## src/rtl/cpu_types_pkg.sv

```systemverilog
// Shared CPU types: word/register widths, write-back select codes,
// MEM-stage request states and the EX/MEM and MEM/WB register bundles.
package cpu_types_pkg;

    typedef logic [31:0] word_t;
    typedef logic [4:0]  regbits_t;
    typedef logic [2:0]  regsel_t;

    localparam regsel_t SEL_ALU = 3'd0;
    localparam regsel_t SEL_MEM = 3'd1;
    localparam regsel_t SEL_NPC = 3'd2;

    typedef enum logic [1:0] {
        IDLE,
        REQ,
        HELD
    } memstate_t;

    typedef struct packed {
        word_t    alu_out;
        word_t    rtdat;
        word_t    npc;
        logic     dren;
        logic     dwen;
        logic     regwr;
        logic     halt;
        regsel_t  regsel;
        regbits_t regdst;
    } ex_mem_t;

    typedef struct packed {
        logic     regwr;
        regbits_t regdst;
        word_t    wdat;
        logic     halt;
    } mem_wb_t;

    // Unknown select codes fall back to the ALU result.
    function automatic word_t wb_select(
        input regsel_t sel,
        input word_t   alu,
        input word_t   ld,
        input word_t   npc
    );
        word_t r;
        case (sel)
            SEL_MEM: r = ld;
            SEL_NPC: r = npc;
            default: r = alu;
        endcase
        return r;
    endfunction

endpackage

```

## src/rtl/mem_req_ctrl.sv

```systemverilog
// Data-cache request sequencer for the memory stage: one access per
// memory op, load data parked in ldbuf when the pipeline is held.
module mem_req_ctrl
    import cpu_types_pkg::*;
(
    input  logic  clk_i,
    input  logic  rst_i,
    input  logic  em_dren_i,
    input  logic  em_dwen_i,
    input  logic  dhit_i,
    input  logic  ihit_i,
    input  logic  advance_i,
    input  logic  in_memop_i,
    input  word_t dmemload_i,
    output logic  dmemren_o,
    output logic  dmemwen_o,
    output logic  stall_o,
    output word_t ldata_o
);

    memstate_t state_q, state_d;
    memstate_t in_state;
    word_t     ldbuf_q, ldbuf_d;

    assign in_state = in_memop_i ? REQ : IDLE;

    assign dmemren_o = (state_q == REQ) & em_dren_i;
    assign dmemwen_o = (state_q == REQ) & em_dwen_i;
    assign stall_o   = (state_q == REQ) & ~dhit_i;
    assign ldata_o   = (state_q == HELD) ? ldbuf_q : dmemload_i;

    // Next state: follow the incoming op on advance, park a finished
    // access in HELD when fetch is not ready to move the pipe.
    always_comb begin
        state_d = state_q;
        ldbuf_d = ldbuf_q;
        unique case (state_q)
            IDLE: begin
                if (advance_i) state_d = in_state;
            end
            REQ: begin
                if (dhit_i && advance_i) begin
                    state_d = in_state;
                end else if (dhit_i && !ihit_i) begin
                    ldbuf_d = dmemload_i;
                    state_d = HELD;
                end
            end
            HELD: begin
                if (advance_i) state_d = in_state;
            end
            default: state_d = IDLE;
        endcase
    end

    // State and load buffer registers.
    always_ff @(posedge clk_i or posedge rst_i) begin
        if (rst_i) begin
            state_q <= IDLE;
            ldbuf_q <= '0;
        end else begin
            state_q <= state_d;
            ldbuf_q <= ldbuf_d;
        end
    end

endmodule

```

## src/rtl/memory_stage.sv

```systemverilog
// Memory stage: EX/MEM and MEM/WB pipeline registers, data-cache
// requests, write-back select and MEM-stage forwarding info.
module memory_stage
    import cpu_types_pkg::*;
(
    input  logic        CLK,
    input  logic        nRST,
    input  logic        ihit,
    input  logic        flush,
    input  logic [31:0] ex_ALUOut,
    input  logic [31:0] ex_rtdat,
    input  logic [31:0] ex_nPC,
    input  logic        ex_dREN,
    input  logic        ex_dWEN,
    input  logic        ex_regWr,
    input  logic        ex_halt,
    input  logic [2:0]  ex_regSel,
    input  logic [4:0]  ex_regDst,
    input  logic        dhit,
    input  logic [31:0] dmemload,
    output logic        dmemREN,
    output logic        dmemWEN,
    output logic [31:0] dmemaddr,
    output logic [31:0] dmemstore,
    output logic        mem_stall,
    output logic        fwd_regWr,
    output logic [4:0]  fwd_regDst,
    output logic [31:0] fwd_data,
    output logic        fwd_load,
    output logic        wb_regWr,
    output logic [4:0]  wb_regDst,
    output logic [31:0] wb_wdat,
    output logic        wb_halt
);

    ex_mem_t em_q, em_d;
    mem_wb_t wb_q, wb_d;
    logic    advance;
    logic    in_memop;
    word_t   ld_data;

    assign advance  = ihit & ~mem_stall;
    assign in_memop = (ex_dREN | ex_dWEN) & ~flush;

    mem_req_ctrl u_req (
        .clk_i      (CLK),
        .rst_i      (nRST),
        .em_dren_i  (em_q.dren),
        .em_dwen_i  (em_q.dwen),
        .dhit_i     (dhit),
        .ihit_i     (ihit),
        .advance_i  (advance),
        .in_memop_i (in_memop),
        .dmemload_i (dmemload),
        .dmemren_o  (dmemREN),
        .dmemwen_o  (dmemWEN),
        .stall_o    (mem_stall),
        .ldata_o    (ld_data)
    );

    // Incoming EX/MEM contents: the execute bundle, or a bubble on flush.
    always_comb begin
        em_d = '0;
        if (!flush) begin
            em_d.alu_out = ex_ALUOut;
            em_d.rtdat   = ex_rtdat;
            em_d.npc     = ex_nPC;
            em_d.dren    = ex_dREN;
            em_d.dwen    = ex_dWEN;
            em_d.regwr   = ex_regWr;
            em_d.halt    = ex_halt;
            em_d.regsel  = ex_regSel;
            em_d.regdst  = ex_regDst;
        end
    end

    // EX/MEM pipeline register.
    always_ff @(posedge CLK or posedge nRST) begin
        if (nRST) em_q <= '0;
        else if (advance) em_q <= em_d;
    end

    // Resolve write-back data for the instruction leaving MEM.
    always_comb begin
        wb_d        = '0;
        wb_d.regwr  = em_q.regwr;
        wb_d.regdst = em_q.regdst;
        wb_d.halt   = em_q.halt;
        wb_d.wdat   = wb_select(em_q.regsel, em_q.alu_out,
                                ld_data, em_q.npc);
    end

    // MEM/WB pipeline register.
    always_ff @(posedge CLK or posedge nRST) begin
        if (nRST) wb_q <= '0;
        else if (advance) wb_q <= wb_d;
    end

    assign dmemaddr   = em_q.alu_out;
    assign dmemstore  = em_q.rtdat;

    assign fwd_regWr  = em_q.regwr & (em_q.regdst != '0);
    assign fwd_regDst = em_q.regdst;
    assign fwd_data   = (em_q.regsel == SEL_NPC) ? em_q.npc
                                                  : em_q.alu_out;
    assign fwd_load   = em_q.regwr & (em_q.regsel == SEL_MEM);

    assign wb_regWr   = wb_q.regwr;
    assign wb_regDst  = wb_q.regdst;
    assign wb_wdat    = wb_q.wdat;
    assign wb_halt    = wb_q.halt;

endmodule

```

## config.mk

```make
export PLATFORM = sky130hd
export DESIGN_NAME = memory_stage
export DESIGN_NICKNAME = d
export VERILOG_FILES = /design/src/rtl/cpu_types_pkg.sv /design/src/rtl/mem_req_ctrl.sv /design/src/rtl/memory_stage.sv
export SDC_FILE = /design/constraint.sdc
export NUM_CORES = 1
export LEC_CHECK = 0
export ABC_AREA = 1
export BUFFER_PORTS_ARGS = -buffer_cell sky130_fd_sc_hd__buf_2
export CAP_MARGIN = 20
export CORE_UTILIZATION = 30
export DETAILED_ROUTE_END_ITERATION = 10
export GPL_ROUTABILITY_DRIVEN = 0
export PLACE_DENSITY_LB_ADDON = 0.2
export SYNTH_ARGS = -nofsm -noshare
export SYNTH_HDL_FRONTEND = slang
export SYNTH_SLANG_ARGS = --single-unit
```

## constraint.sdc

```tcl
create_clock -name CLK -period 7.15 [get_ports CLK]
set_input_delay 0 -clock CLK [delete_from_list [all_inputs] [get_ports CLK]]
set_output_delay 0 -clock CLK [all_outputs]
set_load 0.1 [all_outputs]
```

# Word-level counts from Yosys, hierarchy flattened
# Cells that the tools add are included.
dict set report totals {
  input_bits 145
  ff_bits 181
  word_cells 50
  output_inout_bits 145
}
dict set report op_classes {
  bitwise_logic 12
  eq_ne 6
  reduce_logical 8
  mux 9
}
# op count
set op_table {}
lappend op_table {{$mux W108} 1}
lappend op_table {{$mux W32} 2}
lappend op_table {{$pmux W32 S2} 1}
lappend op_table {{$and A1 B1 Y1} 7}
lappend op_table {{$mux W2} 3}
lappend op_table {{$reduce_bool A5 Y1} 1}
lappend op_table {{$not A1 Y1} 4}
lappend op_table {{$pmux W2 S2} 1}
lappend op_table {{$eq A3 B1 Y1 const B} 1}
lappend op_table {{$eq A3 B2 Y1 const B} 1}
lappend op_table {{$ne A3 B3 Y1 const B} 1}
lappend op_table {{$reduce_and A3 Y1} 1}
lappend op_table {{$eq A2 B1 Y1 const B} 1}
lappend op_table {{$eq A2 B2 Y1 const B} 1}
lappend op_table {{$logic_and A1 B1 Y1} 2}
lappend op_table {{$logic_not A2 Y1} 1}
lappend op_table {{$ne A2 B1 Y1 const B} 1}
lappend op_table {{$reduce_and A2 Y1} 1}
lappend op_table {{$reduce_or A2 Y1} 1}
lappend op_table {{$logic_not A1 Y1} 1}
lappend op_table {{$mux W1} 1}
lappend op_table {{$or A1 B1 Y1} 1}

# Longest topological paths before layout
# Gate-level depths: netlist of the first run.
dict set report depth {
  ltp_word 7
  depth_mapped 8
  mapped_depth_nobuf 7
}

# Modules after synthesis
# From an unflattened synthesis of the first run, not the netlist that was laid out.
dict set report hier_totals {
  hier_cells 1162
  area_unflattened_um2 9252.6
}
# module n_inst area_each_um2 cells_each seq_area_each_um2
set by_module_without_submodules {}
lappend by_module_without_submodules {memory_stage 1 7360.8 893 3678.5}
lappend by_module_without_submodules {mem_req_ctrl 1 1891.8 269 850.8}

# Least setup slack after synthesis of the first run
# No wires, ideal clock.
dict set report synth_path {
  kind {register to output}
  start {reg em_q[7] (netlist bit)}
  end {out fwd_data[10]}
  slack_ps 4227
  required_time_ps 7150
  arrival_time_ps 2923
  stages_incl_launch_ff 6
  n_path_buf 1
  path_cell_list {dfrtp_1 > inv_1 > nand3_1 > inv_2 > clkbuf_1 > o21ai_0}
}
dict set report synth_via {
  elab_chain_cells 2
}
# item line_no
set synth_lines {}
lappend synth_lines {{start: declaration} memory_stage.sv:36} ;# ex_mem_t em_q, em_d;
lappend synth_lines {{start signal: assignment} memory_stage.sv:80} ;# else if (advance) em_q <= em_d;
lappend synth_lines {{$eq A3 B2 Y1} memory_stage.sv:104} ;# assign fwd_data = (em_q.regsel == SEL_NPC) ? em_q.npc
lappend synth_lines {{$mux W32} memory_stage.sv:104}
lappend synth_lines {{end: declaration} memory_stage.sv:28} ;# output logic [31:0] fwd_data,
# No other way between the ends.

# Worst setup path after layout of the first run
dict set report layout_path {
  start {reg em_q[7] (netlist bit)}
  end {out fwd_data[31]}
}
# Same word-level chain as after synthesis.

==> results of run 1 <==
==> layout make-up <==
| cell class | count | share of cell area, % |
|---|---|---|
| clock buffer | 19 | 3.709 |
| clock inverter | 13 | 1.209 |
| inverter | 117 | 3.689 |
| multi-input combinational | 729 | 26.09 |
| sequential | 181 | 37.09 |
| tap | 390 | 3.996 |
| timing repair buffer | 441 | 24.22 |
==> metal layers <==
layer	share of wire (%)	GRT usage, %	vias up
met2	45	28.79	265
li1	-	-	4256
met4	2.3	6.377	0
met3	5.3	4.113	36
met1	48	27.27	3902
met5	0	0	-
==> worst register-to-register path, delay by kind of cell (launching register included) <==
| family | cells | cell delay (ns) |
|---|---|---|
| AND/OR/NAND/NOR | 5 | 0.81 |
| buffers and inverters | 2 | 1.37 |
| flip-flops | 1 | 0.43 |
==> cells by family after synthesis <==
logic type / Yosys count / synth area share, %
buffers and inverters: 260 / 15.11
DFF: 181 / 49.90
AOI/OAI and AO/OA: 183 / 10.13
and+or+nand+nor: 546 / 24.86
==> registers in the layout (all words and copies together) (netlist names) <==
register / flops
dmemaddr: 32
dmemstore: 32
em_q: 39
fwd_regDst: 5
u_req.ldbuf_q: 32
u_req.state_q: 2
wb_halt: 1
wb_regDst: 5
wb_regWr: 1
wb_wdat: 32
==> power breakdown <==
group          internal (mW)  switching [mW]
sequential              1.19           0.101
clock                  0.540           0.442
combinational          0.277            1.18
==> repair_timing <==
action | CTS | global route
hold buffers | 143 | 0
buffers inserted | 0 | 0
hold endpoints to repair | 250 | 0
==> synthesized netlist by cell type, drive strengths merged <==
cell type,instances,share of area [%]
buf,115,9.1
dfrtp,181,50
nand3,142,7.8
o2111ai,1,0.097
clkbuf,28,1.2
nand4,1,0.069
inv,117,4.9
nor2,102,4.2
nand2,300,12
o21ai,182,10
nand3b,1,0.22
==> worst paths after layout <==
| check | startpoint | depth (start not counted) | to |
|---|---|---|---|
| max | em_q[7] | 6 | fwd_data[31] |
| min | nRST | 3 | dmemstore[24] |
| max reg2reg | u_req.state_q[0] | 7 | wb_wdat[31] |
| min reg2reg | dmemstore[4] | 2 | dmemstore[4] |
| max in group asynchronous | nRST | 4 | em_q[29] |
| min in group CLK | ex_ALUOut[23] | 4 | dmemaddr[23] |
==> flow_summary_export.csv, run 1 <==
group,metric,value,unit
finish,final_core_util,41.09,%
finish,seq_area,0.004529,mm^2
drt,vias_per_cell,4.476,
finish,multi_input_area,0.003186,mm^2
clock_network,cts-root-buf,"sky130_fd_sc_hd__clkbuf_16",
sta,rsz0062_at_grt,"false",
sta,period_needed,2.761,ns
drt,first_pass_iters,5,
critical_path,reg2reg_setup_slack,4.42,ns
drt,detail_route.iter0.violations,585,
critical_path,timing.critical_path.from_type,"flip-flop",
place,dpl.cell_count,1714,
logic_synthesis,synth_cell_types,19,
global_route,antenna_found_initial,0,
finish,fin_cells,1890,
global_route,grt_pass1_wl,45.78,mm
logic_synthesis,synthesis.instances,1170,
sta,fmaxAchievable,362.2,MHz
finish,synthToLayoutAreaGrowth,34.55,%
sta,slew_at_the_pin_closest_to_its_max_slew_limit,1.046,ns
sta,hold_violations,0,
clock_network,htree_num_levels,4,
logic_synthesis,mappedNetlistNets,1315,
sta,finalMaxSlewViolations,0,
finish,antennaDiodeCount,0,
sta,setup_skew,0.01138,ns
critical_path,critPathCaptureType,"primary output",
place,dp_slack,4.451,ns
drt,post-route-drc-count,0,
clock_network,cts.repair.resized,0,
power,cellLeakagePower,6.358,nW
logic_synthesis,yosys_warnings,0,
clock_network,clock_net_sink_count,181,
finish,drive_gt1_share,22.73,%
drt,route.final.wire_length,29.47,mm
clock_network,clock_path_buffers,2,
clock_network,tritoncts_clock_tree,"done",
drt,dr_total_vias,8459,
sta,max_slew_margin,30.14,%
sta,number_of_setup_violations_in_the_final_report,0,
floorplan,ios,290,
flow_run,cap_viol_max_count,0,
logic_synthesis,synth.yosys.seq_area_share,49.90,%
logic_synthesis,postSynthAreaPerCell,7.757,um^2
global_route,grt_overflow,0,
critical_path,crit_fanout,64,
global_route,gr-usage-all-layers,19.18,%
critical_path,combined_buffer_and_inverter_count_along_the_critical_path,3,
critical_path,timing.setup.critical_path_class,"reg -> out",
clock_network,worst_setup_hold_path_clk_slew,0.08,ns
floorplan,vertical_extent_of_the_die,175.9,um
logic_synthesis,synth-seq-cells,181,
global_route,vias_in_the_first_global_route,8297,
sta,final_worst_path_setup_slack,4.389,ns
critical_path,worst_ep_arrival_time,2.76,ns
clock_network,total_clock_buffers_created_by_cts,17,
finish,fill_cells,3045,
floorplan,floorplan.core_area,0.02972,mm^2
finish,nets,1632,
floorplan,placement_rows,63,
finish,final_common_cell,"sky130_fd_sc_hd__nand2_1",
floorplan,initial_util,30.54,%
critical_path,worst_path_dominant_cell_family,"buffers and inverters",
power,worst_vdd_ir,137.4,uV
drt,route.antenna.remaining_nets,0,
global_route,largest_net_degree_at_the_start_of_global_routing,109,
power,power_per_cell_area,305.2,mW/mm^2
clock_network,insertion_delay,0.44,ns
worst_hold_path,worst_hold_path_type,"in -> async",
logic_synthesis,syn-cell-area,0.009076,mm^2
floorplan,die_area,0.03095,mm^2
finish,post-route-cell-area,0.01221,mm^2
status,status,"complete, no violations",
place,port_buffers,289,
sta,fin_worst_hold_slack,0.2497,ns
critical_path,worst_path_max_delay_cell,"sky130_fd_sc_hd__inv_2",
finish,final_cell_mix,"sky130_fd_sc_hd__nand2_1 (298), sky130_fd_sc_hd__buf_2 (289), sky130_fd_sc_hd__dfrtp_1 (181), sky130_fd_sc_hd__o21ai_0 (169), sky130_fd_sc_hd__dlygate4sd3_1 (143)",
drt,routedWlPerCell,15.59,um
floorplan,die_width,175.9,um
place,dpl_cell_area,0.01016,mm^2
sta,sum_neg_setup_slack,0,ns
sta,fin_crit_sh,38.62,%
critical_path,worst_path_largest_cell_delay,0.77,ns
place,dp_hpwl,19.47,mm
power,p_total,3.727,mW
critical_path,critPathRequiredTime,7.15,ns
critical_path,crit_path_cell_trace,"inv_1 > nand3_1 > inv_2 > nand2_1 > o21ai_0 > buf_2",
Power figures use the tool's default switching activity.
==> run 2, diff against run 1 <==
- clock period: 7.15 -> 2.82 ns (I/O delays scaled with it)
==> run 2 against run 1 <==
  * Power increased to 2.6 times the previous value
  * First-iteration DRC count decreased by 8.2%
  * Sequential power increased to 2.5 times the previous value
  * Sequential share of layout area decreased by 1.8 points
  * Via count increased by 0.57%
  * Combinational power increased to 2.7 times the previous value
  * Die area unchanged
  * Cell area increased by 5.1%
  * Clock power increased by 140%
  * Non-clock buffer count increased by 11
  * Largest power group unchanged
==> flow_summary_export.csv, run 2 (synthesis gave the netlist of run 1 again) <==
group,metric,value,unit
drt,routedWlPerCell,15.82,um
sta,slew_at_the_pin_closest_to_its_max_slew_limit,0.7813,ns
power,cellLeakagePower,6.544,nW
critical_path,critPathCaptureType,"primary output",
drt,detail_route.iter0.violations,537,
drt,dr_total_vias,8507,
clock_network,htree_num_levels,4,
floorplan,placement_rows,63,
floorplan,floorplan.core_area,0.02972,mm^2
global_route,gr-usage-all-layers,19.64,%
place,dp_hpwl,20.37,mm
clock_network,total_clock_buffers_created_by_cts,17,
place,dp_slack,1.056,ns
critical_path,r2r_end,"u_req.ldbuf_q[12]",
floorplan,vertical_extent_of_the_die,175.9,um
global_route,grt_pass1_wl,47.03,mm
drt,route.final.wire_length,30.07,mm
worst_hold_path,hold_path_startpoint,"flush",
sta,fmaxAchievable,462.1,MHz
clock_network,worst_setup_hold_path_clk_slew,0.08,ns
critical_path,worstRegToRegCells,6,
sta,rsz0062_at_grt,"false",
critical_path,worst_r2r_startpoint,"u_req.state_q[0]",
drt,route.antenna.remaining_nets,0,
place,port_buffers,289,
clock_network,clock_path_buffers,2,
status,status,"complete, no violations",
place,dpl.cell_count,1726,
clock_network,cts_hold_buffers,143,
floorplan,initial_util,30.54,%
sta,finalMaxSlewViolations,0,
finish,largest_reg_flops,39,
sta,max_slew_margin,47.73,%
sta,setup_skew,0.01705,ns
worst_hold_path,sink_of_the_worst_hold_path,"dmemstore[20]",
finish,fin_cells,1901,
sta,number_of_setup_violations_in_the_final_report,0,
finish,synthToLayoutAreaGrowth,41.47,%
worst_hold_path,min_delay_path_depth,5,
sta,fin_crit_sh,76.73,%
finish,antennaDiodeCount,0,
floorplan,die_width,175.9,um
flow_run,cap_viol_max_count,0,
critical_path,crit_fanout,40,
critical_path,critPathRequiredTime,2.82,ns
finish,final_cell_mix,"sky130_fd_sc_hd__nand2_1 (298), sky130_fd_sc_hd__buf_2 (257), sky130_fd_sc_hd__dfrtp_1 (181), sky130_fd_sc_hd__o21ai_0 (167), sky130_fd_sc_hd__dlygate4sd3_1 (143)",
critical_path,worst_ep_arrival_time,2.16,ns
floorplan,ios,290,
finish,final_common_cell,"sky130_fd_sc_hd__nand2_1",
global_route,largest_net_degree_at_the_start_of_global_routing,143,
drt,post-route-drc-count,0,
clock_network,tritoncts_clock_tree,"done",
clock_network,insertion_delay,0.44,ns
drt,vias_per_cell,4.475,
critical_path,timing.critical_path.from_type,"flip-flop",
sta,period_needed,2.164,ns
clock_network,clock_net_sink_count,181,
finish,biggest_register,"em_q",
clock_network,post-cts-setup-buffers,0,
drt,first_pass_iters,5,
sta,final_worst_path_setup_slack,0.6562,ns
floorplan,die_area,0.03095,mm^2
sta,hold_violations,0,
global_route,antenna_found_initial,0,
critical_path,timing.setup.critical_path_class,"reg -> out",
worst_hold_path,worst_hold_path_type,"in -> reg",
clock_network,cts-root-buf,"sky130_fd_sc_hd__clkbuf_16",
sta,sum_neg_setup_slack,0,ns
global_route,grt_overflow,0,
critical_path,reg2reg_setup_slack,1.08,ns
power,worst_vdd_ir,322.2,uV
finish,nets,1643,
power,power_per_cell_area,749.8,mW/mm^2
global_route,vias_in_the_first_global_route,8244,
finish,drive_gt1_share,23.30,%
clock_network,cts.repair.resized,0,
-- run 2: changes by cell type in the layout (fill, tap and decap cells not counted), sizes merged --
cell / before / now
buf: 298 / 309
clkinvlp: 1 / 2
inv: 120 / 119
clkbuf: 19 / 20
bufinv: 2 / 1
-- run 2: layout make-up --
class / instances / area [um^2]
clock buffers: 20 / 456.7
well taps: 390 / 488.0
inverters: 117 / 446.7
multi-input cells: 729 / 3191
flip-flops and latches: 181 / 4529
fillers: 3016 / 16880
repair buffers: 452 / 3608
clock inverters: 12 / 120.1
-- run 2: per-layer routing --
metal / vias to the layer above / track usage (%) / routed length, um
met5: - / 0 / 0
met4: 0 / 6.304 / 670
met3: 37 / 3.919 / 1544
met2: 264 / 29.51 / 13360
met1: 3934 / 28.19 / 14500
li1: 4272 / - / -
-- run 2: critical path, stage by stage, from the launching register on --
cell                      delay (ns)
sky130_fd_sc_hd__dfrtp_1        0.39
sky130_fd_sc_hd__inv_1          0.11
sky130_fd_sc_hd__nand3_2        0.10
sky130_fd_sc_hd__inv_2          0.33
sky130_fd_sc_hd__buf_12         0.26
sky130_fd_sc_hd__nand2_1        0.11
sky130_fd_sc_hd__o21ai_0        0.17
sky130_fd_sc_hd__buf_12         0.23
-- run 2: metrics by stage --
step | area [um^2] | hold WS (ns) | total power [mW] | util (%)
detailed placement | 10830 | 0.1945 | 7.147 | 36.45
floorplan | 9080 | 0.1100 | 6.315 | -
finish | 12840 | 0.1379 | 9.628 | 43.21
CTS | 12840 | 0.1343 | 9.716 | 43.21
global route | 12840 | 0.1564 | 10.08 | 43.21
global placement | 10830 | 0.1814 | 7.122 | 36.45
-- run 2: where the power goes --
| part | switching, mW | internal (mW) |
|---|---|---|
| Combinational | 3.05 | 0.928 |
| Clock | 1.10 | 1.28 |
| Sequential | 0.258 | 3.01 |
| Total | 4.41 | 5.22 |
-- run 2: worst max path at each step --
stage / start / end / slack, ns / cells past startpoint
finish: em_q[7] / fwd_data[21] / 0.66 / 7
global route: em_q[7] / fwd_data[11] / 0.48 / 7
CTS: em_q[7] / fwd_data[12] / 0.64 / 7
detailed placement: u_req.state_q[0] / u_req.ldbuf_q[12] / 1.06 / 6
global placement: u_req.state_q[0] / u_req.ldbuf_q[12] / 1.11 / 6
floorplan: em_q[7] / fwd_data[10] / -0.10 / 5
